<file path="config.mk">
export PLATFORM = sky130hd
export DESIGN_NAME = button_event_port
export DESIGN_NICKNAME = d
export VERILOG_FILES = /design/src/rtl/button_event_port.sv
export SDC_FILE = /design/constraint.sdc
export NUM_CORES = 1
export LEC_CHECK = 0
export ABC_AREA = 1
export CORE_MARGIN = 1
export CORE_UTILIZATION = 51
export CTS_BUF_LIST = sky130_fd_sc_hd__clkbuf_8 sky130_fd_sc_hd__clkbuf_16
export CTS_CLUSTER_DIAMETER = 30
export CTS_CLUSTER_SIZE = 20
export DETAILED_ROUTE_END_ITERATION = 16
export PLACE_DENSITY_LB_ADDON = 0.3
export SLEW_MARGIN = 15
export SYNTH_ARGS = -nofsm -noshare
export SYNTH_HDL_FRONTEND = slang
export SYNTH_SLANG_ARGS = --single-unit
</file>
<file path="constraint.sdc">
create_clock -name clock -period 2.8 [get_ports clock]
set_input_delay 0.84 -clock clock [delete_from_list [all_inputs] [get_ports clock]]
set_output_delay 0.84 -clock clock [all_outputs]
set_load 0.05 [all_outputs]
</file>
<file path="src/rtl/button_event_port.sv">
// button_event_port: debounced board buttons turned into press events, queued and returned one per processor load at IO_ADDR.
// Ports:
//   clock, reset      system clock; synchronous active-high reset
//   btn_in[3:0]       raw {BTNR, BTNL, BTND, BTNU}, asynchronous to clock
//   io_addr, io_wren  processor data address and store enable
//   io_hit            load decoded at the port (combinational)
//   io_rdata          event code on a data read (0 when the queue is empty), 0 when not hit
//   btn_level         debounced button levels
//   fifo_count        queued event count
// Optional: define BTN_EVENT_STATUS_EN to decode IO_ADDR+1 as a status read
//   {16'b0, overflow, 7'b0, fifo_count[3:0], btn_level}.
module button_event_port #(
    parameter int          DEBOUNCE_CYCLES = 250000,
    parameter int          FIFO_DEPTH      = 4,
    parameter logic [31:0] IO_ADDR         = 32'd4096
) (
    input  logic                          clock,
    input  logic                          reset,
    input  logic [3:0]                    btn_in,
    input  logic [31:0]                   io_addr,
    input  logic                          io_wren,
    output logic                          io_hit,
    output logic [31:0]                   io_rdata,
    output logic [3:0]                    btn_level,
    output logic [$clog2(FIFO_DEPTH):0]   fifo_count
);
    localparam int            AW      = $clog2(FIFO_DEPTH);
    localparam int            CW      = $clog2(DEBOUNCE_CYCLES) + 1;
    localparam logic [CW-1:0] CNT_MAX = CW'(DEBOUNCE_CYCLES - 1);
    localparam logic [AW:0]   FULL    = (AW + 1)'(FIFO_DEPTH);

    logic [3:0]    sync1, sync2, level_next, rise, pending, pending_next, grant;
    logic [CW-1:0] cnt [4];
    logic [CW-1:0] cnt_next [4];
    logic [2:0]    mem [FIFO_DEPTH];
    logic [2:0]    code;
    logic [AW-1:0] wr_ptr, rd_ptr;
    logic [AW:0]   count_next;
    logic [31:0]   hold, data_word, word;
    logic          hit_d, hit_data, acc_edge, empty, full, push, pop;

    always_comb begin
        level_next = btn_level;
        cnt_next   = cnt;
        for (int i = 0; i < 4; i++) begin
            level_next[i] = btn_level[i] ^ ((sync2[i] != btn_level[i]) && cnt[i] == CNT_MAX);
            cnt_next[i]   = (sync2[i] == btn_level[i] || cnt[i] == CNT_MAX) ? '0 : cnt[i] + 1'b1;
        end
    end

    assign rise  = level_next & ~btn_level;
    assign empty = fifo_count == '0;
    assign full  = fifo_count == FULL;

    // Lowest-index pending button wins; a full queue still accepts when the same cycle pops.
    assign grant        = pending & (~pending + 4'd1);
    assign push         = |pending && (!full || pop);
    assign pending_next = (pending & ~(push ? grant : 4'd0)) | rise;
    assign code         = grant[0] ? 3'd1 : grant[1] ? 3'd2 : grant[2] ? 3'd3 : 3'd4;

    assign hit_data  = io_addr == IO_ADDR && !io_wren;
    assign acc_edge  = io_hit && !hit_d;
    assign pop       = acc_edge && hit_data && !empty;
    assign data_word = empty ? 32'd0 : {29'd0, mem[rd_ptr]};
    assign count_next = (push && !pop) ? fifo_count + 1'b1 :
                        (pop && !push) ? fifo_count - 1'b1 : fifo_count;

`ifdef BTN_EVENT_STATUS_EN
    logic hit_stat, overflow, coalesce;
    assign hit_stat = io_addr == IO_ADDR + 32'd1 && !io_wren;
    assign io_hit   = hit_data || hit_stat;
    assign word     = hit_stat ? {16'd0, overflow, 7'd0, 4'(fifo_count), btn_level} : data_word;
    // A press whose pending bit survives this cycle is merged into the earlier one.
    assign coalesce = |(rise & pending & ~(push ? grant : 4'd0));
    always_ff @(posedge clock) begin
        if (reset) overflow <= 1'b0;
        else       overflow <= coalesce || (overflow && !(acc_edge && hit_stat));
    end
`else
    assign io_hit = hit_data;
    assign word   = data_word;
`endif

    // The access edge samples live data; stalled cycles of the same load replay the held word.
    assign io_rdata = (reset || !io_hit) ? 32'd0 : acc_edge ? word : hold;

    always_ff @(posedge clock) begin
        if (push) mem[wr_ptr] <= code;
    end

    always_ff @(posedge clock) begin
        if (reset) begin
            sync1      <= '0;
            sync2      <= '0;
            btn_level  <= '0;
            cnt        <= '{default: '0};
            pending    <= '0;
            wr_ptr     <= '0;
            rd_ptr     <= '0;
            fifo_count <= '0;
            hold       <= '0;
            hit_d      <= 1'b0;
        end else begin
            sync1      <= btn_in;
            sync2      <= sync1;
            btn_level  <= level_next;
            cnt        <= cnt_next;
            pending    <= pending_next;
            wr_ptr     <= push ? wr_ptr + 1'b1 : wr_ptr;
            rd_ptr     <= pop ? rd_ptr + 1'b1 : rd_ptr;
            fifo_count <= count_next;
            hold       <= acc_edge ? word : hold;
            hit_d      <= io_hit;
        end
    end
endmodule
</file>
* Yosys cells after proc, flatten, opt, wreduce, memory -nomap -nowiden *
Memories as Yosys holds them, arrays and structs flattened. A register that Yosys moved wholly into a read port is not among the register bits.
Index checks and enable logic that the tools add are counted.

storage, ports and cells
  register bits after elaboration = 132
  bits in latches = 0
  RAM bits = 12
  memory bits (read-only) = 0
  bits of input ports = 39
  output and inout port bits = 40
  logic and storage cells = 92
  memories kept = 1

cells by class
  add/subtract/negate cells = 9
  $mul = 0
  div/mod/pow operators = 0
  magnitude comparators = 0
  equal/unequal tests = 14
  shifts and indexed selects = 0
  muxes and demuxes = 13
  bitwise gates (word level) = 11
  reductions and logical operators = 31

memories
  name  depth  bits a word  rd ports  clocked after memory_dff  wr ports  RTL line  RTL
  mem   4      3            1         1                         1         35        logic [2:0] mem [FIFO_DEPTH];

operators by type and width
  kind                                                                count
  19-bit by 1-bit adder with 19-bit output, second input constant     4
  19-bit by 18-bit == test with 1-bit output, second input constant   4
  32-bit two-way mux                                                  2
  32-bit by 13-bit == test with 1-bit output, second input constant   1
  3-bit two-way mux                                                   6
  4-bit bitwise AND                                                   3
  4-bit inverter                                                      3
  1-bit logical AND                                                   11
  2-bit OR reduction                                                  4
  1-bit zero test                                                     7
  1-bit logical OR                                                    6
  2-bit by 1-bit adder with 2-bit output, second input constant       2
  4-bit by 1-bit adder with 4-bit output, second input constant       1
  1-bit == test                                                       4
  2-bit two-way mux                                                   2
  4-bit two-way mux                                                   1
  1-bit inequality test                                               4
  4-bit OR                                                            1
  4-bit OR reduction                                                  1
  1-bit bitwise XOR                                                   4
  3-bit by 1-bit adder with 3-bit output, second input constant       1
  3-bit == test, second input constant                                1
  3-bit zero test                                                     1
  3-bit by 1-bit subtractor with 3-bit output, second input constant  1
  other kinds (2)                                                     3

* Depth between registers and ports, before layout *
Gate-level depths: netlist (run 1).

  depth after elaboration = 11
  mapped depth = 17
  mapped depth without buffers = 17

* Worst setup path before layout (run 1) *
OpenSTA, ideal clock, no wires.

  path type = in2out
  from = in io_addr[5]
  to = out io_rdata[0]
  arrival time = 2.374 ns
  data required time = 1.960 ns
  setup slack = -0.414 ns
  stages = 11
  buffers on the path = 0
  cell sequence = nor2_1 -> nand2_1 -> nor2_1 -> nand2_1 -> nor2_1 -> nand3_2 -> nor2_4 -> nand2_1 -> nand2_1 -> nand2_1 -> nor2_1

between the ends
  cells in the longest elaborated chain, start to end = 5
  elaborated cells between the ends (all ways) = 7
  those cells by class = 1 x eq/ne; 2 x mux; 4 x reduce/logical

ends and longest elaborated chain
  element                                                 RTL line  RTL
  from (decl)                                             20        input logic [31:0] io_addr,
  32-bit by 13-bit == test with 1-bit output (*)          61        assign hit_data = io_addr == IO_ADDR && !io_wren;
  1-bit logical AND (*)                                   61
  1-bit logical AND or 1-bit zero test (tied branches)    62, 85
  32-bit two-way mux or 1-bit logical OR (tied branches)  --
  32-bit two-way mux (*)                                  85        assign io_rdata = (reset || !io_hit) ? 32'd0 : acc_edge ? word : hold;
  to (decl)                                               23        output logic [31:0] io_rdata,

Every way passes the cells marked *; elsewhere a longest branch is shown, timed or not.

* Final worst setup path (run 1) *
  from = in io_addr[22]
  to = out io_rdata[31]

Same word-level chain as after synthesis.

==> reports/metrics.cfg, run 1 <==
[synth]
synth_most_common_cell=nand2_1
synth_area_um2=6730
synth.area.top_cells=dfxtp_1 (40%), nand2_1 (9.5%), nor2_1 (8.1%)
synthTopCellsByCount=nand2_1 (170), nor2_1 (146), inv_1 (135), dfxtp_1 (134), a21oi_1 (50)
async_flop_share_pct=0
yosysTopAreaCell=dfxtp_1
yosysSeqAreaShare_pct=45.2
synth_cells=894
synth-edff-count=12
synth-seq-cells=146
synthesis.nets=943
yosys_most_used_dff=dfxtp_1
yosys.cell_types.count=50
synth_warnings=0
yosysTopAreaCellShare_pct=39.9
syn_area_per_cell_um2=7.53

[setup_path]
end_kind=primary output
cpMostUsedCell=buf_6
worstPathRequired_ns=1.96
ff2ff_setup_slack_ns=0.53
crit_slowest_cell=buf_6
worst_r2r_endpoint=fifo_count[2]$_SDFFE_PP0P_
ff2ff_path_depth=12
max_stage_delay_ns=0.18
r2r-start=fifo_count[0]$_SDFFE_PP0P_
crit_end=io_rdata[31]
critical_path_class=in -> out
worstPathArrival_ns=2.36
critPathBufInv=5
crit_family=simple AND/OR/NAND/NOR gates
cp-start-kind=input pin
cp_num_cells=14
critical_path.startpoint=io_addr[22]
path_cells=buf_6, nor2_4, nand3_2, nor2_2, nand2_2, nor2_4, nand3_4, buf_6, buf_6, nand2_4, nor2_4, nand2_1, inv_1, buf_6
worstPathMaxFanout=5

[sta]
hold_viol=0
hold-worst-slack_ns=0.406
max_freq_mhz=313
fin_worst_skew_ns=0.0104
finalSetupViolations=33
post-route-min-period_ns=3.20
timing.final.crit_share_pct=114
slew_violations=0
rsz0062_at_grt=yes
worst_pin_slew_ns=0.537
max_slew_margin_pct=64.1
layout_setup_ws_ns=-0.398

[power]
power_mw=4.60
p_leak_nw=3.50
peakVddDrop_uv=586
powerDensity_nw_per_um2=504

[clock_network]
htree_levels=4
cts_root_buf=clkbuf_16
clock_sinks=146
cts_tree=yes
cts_hold_buf=0
clockBufferDepth=2
clkLatencyLatePin_ns=0.43
tritoncts.num_buffers=17
cts.clk_slew.worst_paths_ns=0.06

[cells_and_area]
diodes=0
drive_gt1_share_pct=30.1
final_area_um2=9120
nets=1064
area_growth_pct=35.5

[place]
numPortBuffers=78
routabilityCongestion=0.829
dpl.hpwl_um=9810
placed_cell_area_um2=7900

[global_routing]
grt_pass1_wl_um=24000
grt-ovfl-total=0
grt_max_degree=39
grt_usage_pct=22.5
grt_pass1_vias=5545
antenna_found_initial=0

[route]
via_per_inst=5.15
postRouteAntennaNets=0
drtPass1Iterations=5
wl_per_cell_um=13.9
wirelength_um=16600
drc=0
drt-initial-drc-count=369
num_vias=6176

[run_status]
violations=negative setup slack
status=finished, violations left

[min_path]
hold_class=reg -> reg

[die]
coreArea_um2=12700
fp.dieH_um=117
fp-row-count=41
die_x_um=117
ioPinCount=79
start_util_pct=52.9
die_area_um2=13700

[job]
maxCapViolations=0

==> where the power goes <==
part	leakage, nW	switching, mW	internal, mW	total (mW)
Sequential	1.19	0.00442	2.11	2.11
Combinational	2.01	0.0816	0.0751	0.157
Clock	0.299	0.944	1.38	2.33
==> metrics by stage <==
stage	worst slack [ns]	TNS [ns]	utilization, %	std cells
global placement	-0.551	-17.43	62.1	1154
detailed placement	-0.587	-18.31	62.1	1154
finish	-0.398	-9.41	71.7	1200
floorplan	-0.0535	-0.524	-	894
global route	-0.446	-11.47	71.7	1200
CTS	-0.270	-6.44	68.2	1193
==> repair_timing <==
item / CTS / global route
cloned: 2 / 1
buffers inserted: 5 / 6
resized for setup: 209 / 108
endpoints found under the setup margin: 34 / 34
pin swaps: 47 / 43
==> how the worst min path moves through the flow <==
stage	startpoint	to	slack [ns]	cells past startpoint
CTS	sync1[0]$_SDFF_PP0_	sync2[0]$_SDFF_PP0_	0.41	2
finish	sync1[1]$_SDFF_PP0_	sync2[1]$_SDFF_PP0_	0.41	2
detailed placement	sync1[0]$_SDFF_PP0_	sync2[0]$_SDFF_PP0_	0.40	2
global placement	sync1[0]$_SDFF_PP0_	sync2[0]$_SDFF_PP0_	0.39	2
global route	sync1[0]$_SDFF_PP0_	sync2[0]$_SDFF_PP0_	0.43	2
floorplan	sync1[0]$_SDFF_PP0_	sync2[0]$_SDFF_PP0_	0.39	2
==> cell usage in the layout (no fill, tap or decap), types with 12 or more instances in the layout <==
master | Yosys | final
a21oi_1 | 50 | 49
buf_2 | 8 | 13
buf_4 | 2 | 30
buf_6 | 2 | 45
clkbuf_16 | 0 | 20
dfxtp_1 | 134 | 134
edfxtp_1 | 12 | 12
inv_1 | 135 | 102
inv_2 | 4 | 26
nand2_1 | 170 | 134
nand2_2 | 5 | 32
nand3_1 | 34 | 29
nand4_1 | 28 | 28
nor2_1 | 146 | 113
nor2_2 | 10 | 25
nor2_4 | 3 | 21
nor3_1 | 24 | 24
o21ai_0 | 25 | 23
==> registers in the layout, indices dropped and copies added (netlist names), 3 cells and up, named ones only <==
signal and count:
btn_level 4, cnt 76, fifo_count 3, hold 32, mem 12, pending 4
sync1 4, sync2 4
==> cell families (layout without fill, tap and decap cells) <==
family,Yosys count,in the layout,synth area share (%)
and+or+nand+nor,465,465,33.1
DFF,146,146,45.2
buffers and inverters,157,291,9.26
xor gates and xnor gates,18,18,2.34
AOI/OAI and AO/OA,98,98,8.14
adders and majority gates,10,10,1.97
==> layout make-up <==
| cell class | instances | area (um^2) |
|---|---|---|
| multi-input cells | 591 | 3430 |
| well taps | 172 | 215 |
| clock inverters | 12 | 129 |
| clock buffers | 20 | 489 |
| inverters | 140 | 564 |
| repair buffers | 119 | 1250 |
| fillers | 923 | 3600 |
| flip-flops and latches | 146 | 3040 |
==> tightest hold or removal path, cell delays in order, from the launching register on <==
cell and delay [ns]:
dfxtp_1 0.30, inv_1 0.04, nor2_1 0.03
==> routing by layer <==
| layer | GRT usage [%] | part of all wire, % | up-vias |
|---|---|---|---|
| li1 | - | - | 3094 |
| met1 | 27.1 | 42 | 2854 |
| met2 | 37.7 | 49 | 172 |
| met3 | 5.82 | 4.9 | 56 |
| met4 | 10.2 | 3.8 | 0 |
| met5 | 0 | 0 | - |
No activity file was read; power rests on OpenSTA's default activity.
==> inputs of run 2 (changes only) <==
Settings changed: TNS_END_PERCENT set to 5.
==> run 2 against run 1 <==
The run still ends with negative setup slack left; combinational power is 12% lower; utilization is 1.8 points lower; first-iteration DRC count is 0.54% lower; critical path type unchanged; worst hold slack worse by 0.0030 ns; clock-buffer cell count is 1 lower; largest cell class unchanged; fmax is 3.0% higher; final area is 2.5% lower; global-route usage is 1.5 points lower.
==> reports/metrics.cfg, run 2 (synthesis results as in run 1) <==
[run_status]
status=finished, violations left
violations=negative setup slack

[sta]
max_slew_margin_pct=66.2
max_freq_mhz=322
slew_violations=0
hold-worst-slack_ns=0.403
rsz0062_at_grt=yes
fin_worst_skew_ns=0.00689
post-route-min-period_ns=3.11
hold_viol=0
timing.final.crit_share_pct=111
worst_pin_slew_ns=0.505
finalSetupViolations=33
layout_setup_ws_ns=-0.305

[die]
ioPinCount=79
start_util_pct=52.9
fp-row-count=41
die_x_um=117
coreArea_um2=12700
fp.dieH_um=117
die_area_um2=13700

[power]
p_int_mw=3.43
power_frac_clock_pct=48.1
p_seq_share_pct=48.7
p_sw_share_pct=21.0
p_leak_nw=3.55
switchingPower_uw=913
peakVddDrop_uv=454
p_comb_share_pct=3.2
powerDensity_nw_per_um2=488

[place]
routabilityCongestion=0.813
dpl.hpwl_um=9790
dpl_worst_slack_ns=-0.648
numPortBuffers=78
placedCellCount=1154
placed_cell_area_um2=7890

[cells_and_area]
reg_top3=cnt: 76 flops, hold: 32 flops, mem: 12 flops
layout_common_cells=nand2_1 (145), dfxtp_1 (134), nor2_1 (122)
final_cells=1196
area_growth_pct=32.1
diodes=0
largest_reg_flops=76
regMostFlops=cnt
nets=1060
final_util_pct=69.9
layout_commonest_cell=nand2_1
drive_gt1_share_pct=24.7
final_area_um2=8890

[route]
wl_per_cell_um=12.4
via_per_inst=4.91
drtPass1Iterations=5
num_vias=5872
drt-initial-drc-count=367
wirelength_um=14900
drc=0
postRouteAntennaNets=0

[setup_path]
worstPathArrival_ns=2.27
worstPathRequired_ns=1.96
end_kind=primary output
crit_slowest_cell=nor2_4
r2r-start=hit_d$_SDFF_PP0_
worst_r2r_endpoint=fifo_count[2]$_SDFFE_PP0P_
max_stage_delay_ns=0.20
ff2ff_setup_slack_ns=0.59
critical_path_class=in -> out
path_cells=dlymetal6s2s_1, inv_2, buf_4, nand4_1, nor2_1, nand3_1, nor2_4, buf_12, clkbuf_16, nand2_1, inv_1, buf_6
cp-start-kind=input pin
ff2ff_path_depth=13
worstPathMaxFanout=11

[global_routing]
grt_max_degree=30
grt_pass1_wl_um=22500
grt_usage_pct=21.0
antenna_found_initial=0
grt_pass1_vias=5260
grt-ovfl-total=0

[min_path]
hold_class=reg -> reg
worstHoldEndpoint=sync2[0]$_SDFF_PP0_
hold_depth=2
min_from=sync1[0]$_SDFF_PP0_

[clock_network]
htree_levels=4
clock_sinks=146
clockBufferDepth=2
cts_tree=yes
tritoncts.num_buffers=17
cts_root_buf=clkbuf_16
cts_hold_buf=0
clkLatencyLatePin_ns=0.42
cts.clk_slew.worst_paths_ns=0.06

[job]
maxCapViolations=0

run 2: what timing repair did:
item,4_1_cts,5_1_grt
setup buffers,0,7
setup endpoints to repair,34,35
gates resized for setup,17,158
pin swaps,2,53
gates cloned,0,3
run 2: stage by stage:
stage / total power [mW] / TNS, ns
after floorplan: 2.21 / -0.687
after global placement: 2.29 / -19.51
after detailed placement: 2.29 / -20.71
after CTS: 4.37 / -18.20
after global routing: 4.49 / -11.69
final: 4.34 / -8.96
run 2: final cells by class:
class / instances / area, um^2
multi-input combinational: 591 / 3280
sequential: 146 / 3040
inverter: 140 / 561
fill: 987 / 3830
tap: 172 / 215
timing repair buffer: 115 / 1250
clock buffer: 19 / 453
clock inverter: 13 / 97.6
run 2: critical path: cells and delay by family:
family / cells / cell delay (ns)
buf+inv: 7 / 0.81
simple gates: 5 / 0.61
run 2: metal layers:
| layer | GRT usage [%] | wire (um) | up-vias |
|---|---|---|---|
| li1 | - | - | 3089 |
| met1 | 25.5 | 6560 | 2642 |
| met2 | 36.3 | 7390 | 115 |
| met3 | 4.99 | 656 | 26 |
| met4 | 7.68 | 267 | 0 |
| met5 | 0 | 0 | - |
run 2: worst max-delay path by stage:
| stage | startpoint | to | slack, ns | depth (start not counted) |
|---|---|---|---|---|
| final | io_addr[8] | io_rdata[19] | -0.31 | 12 |
| after global placement | io_addr[15] | io_rdata[2] | -0.61 | 11 |
| after CTS | io_addr[12] | io_rdata[2] | -0.63 | 14 |
| after floorplan | io_addr[31] | io_rdata[29] | -0.07 | 12 |
| after global routing | io_addr[2] | io_rdata[2] | -0.39 | 13 |
| after detailed placement | io_addr[4] | io_rdata[23] | -0.65 | 13 |
run 2: power groups by stage:
| stage | sequential, mW | combinational [mW] | clock, mW |
|---|---|---|---|
| 3_3_place_gp | 2.16 | 0.136 | 0 |
| 5_1_grt | 2.11 | 0.151 | 2.22 |
| 4_1_cts | 2.11 | 0.137 | 2.12 |
| 3_5_place_dp | 2.16 | 0.136 | 0 |
| 2_1_floorplan | 2.16 | 0.0526 | 0 |
| 6_report | 2.11 | 0.138 | 2.09 |
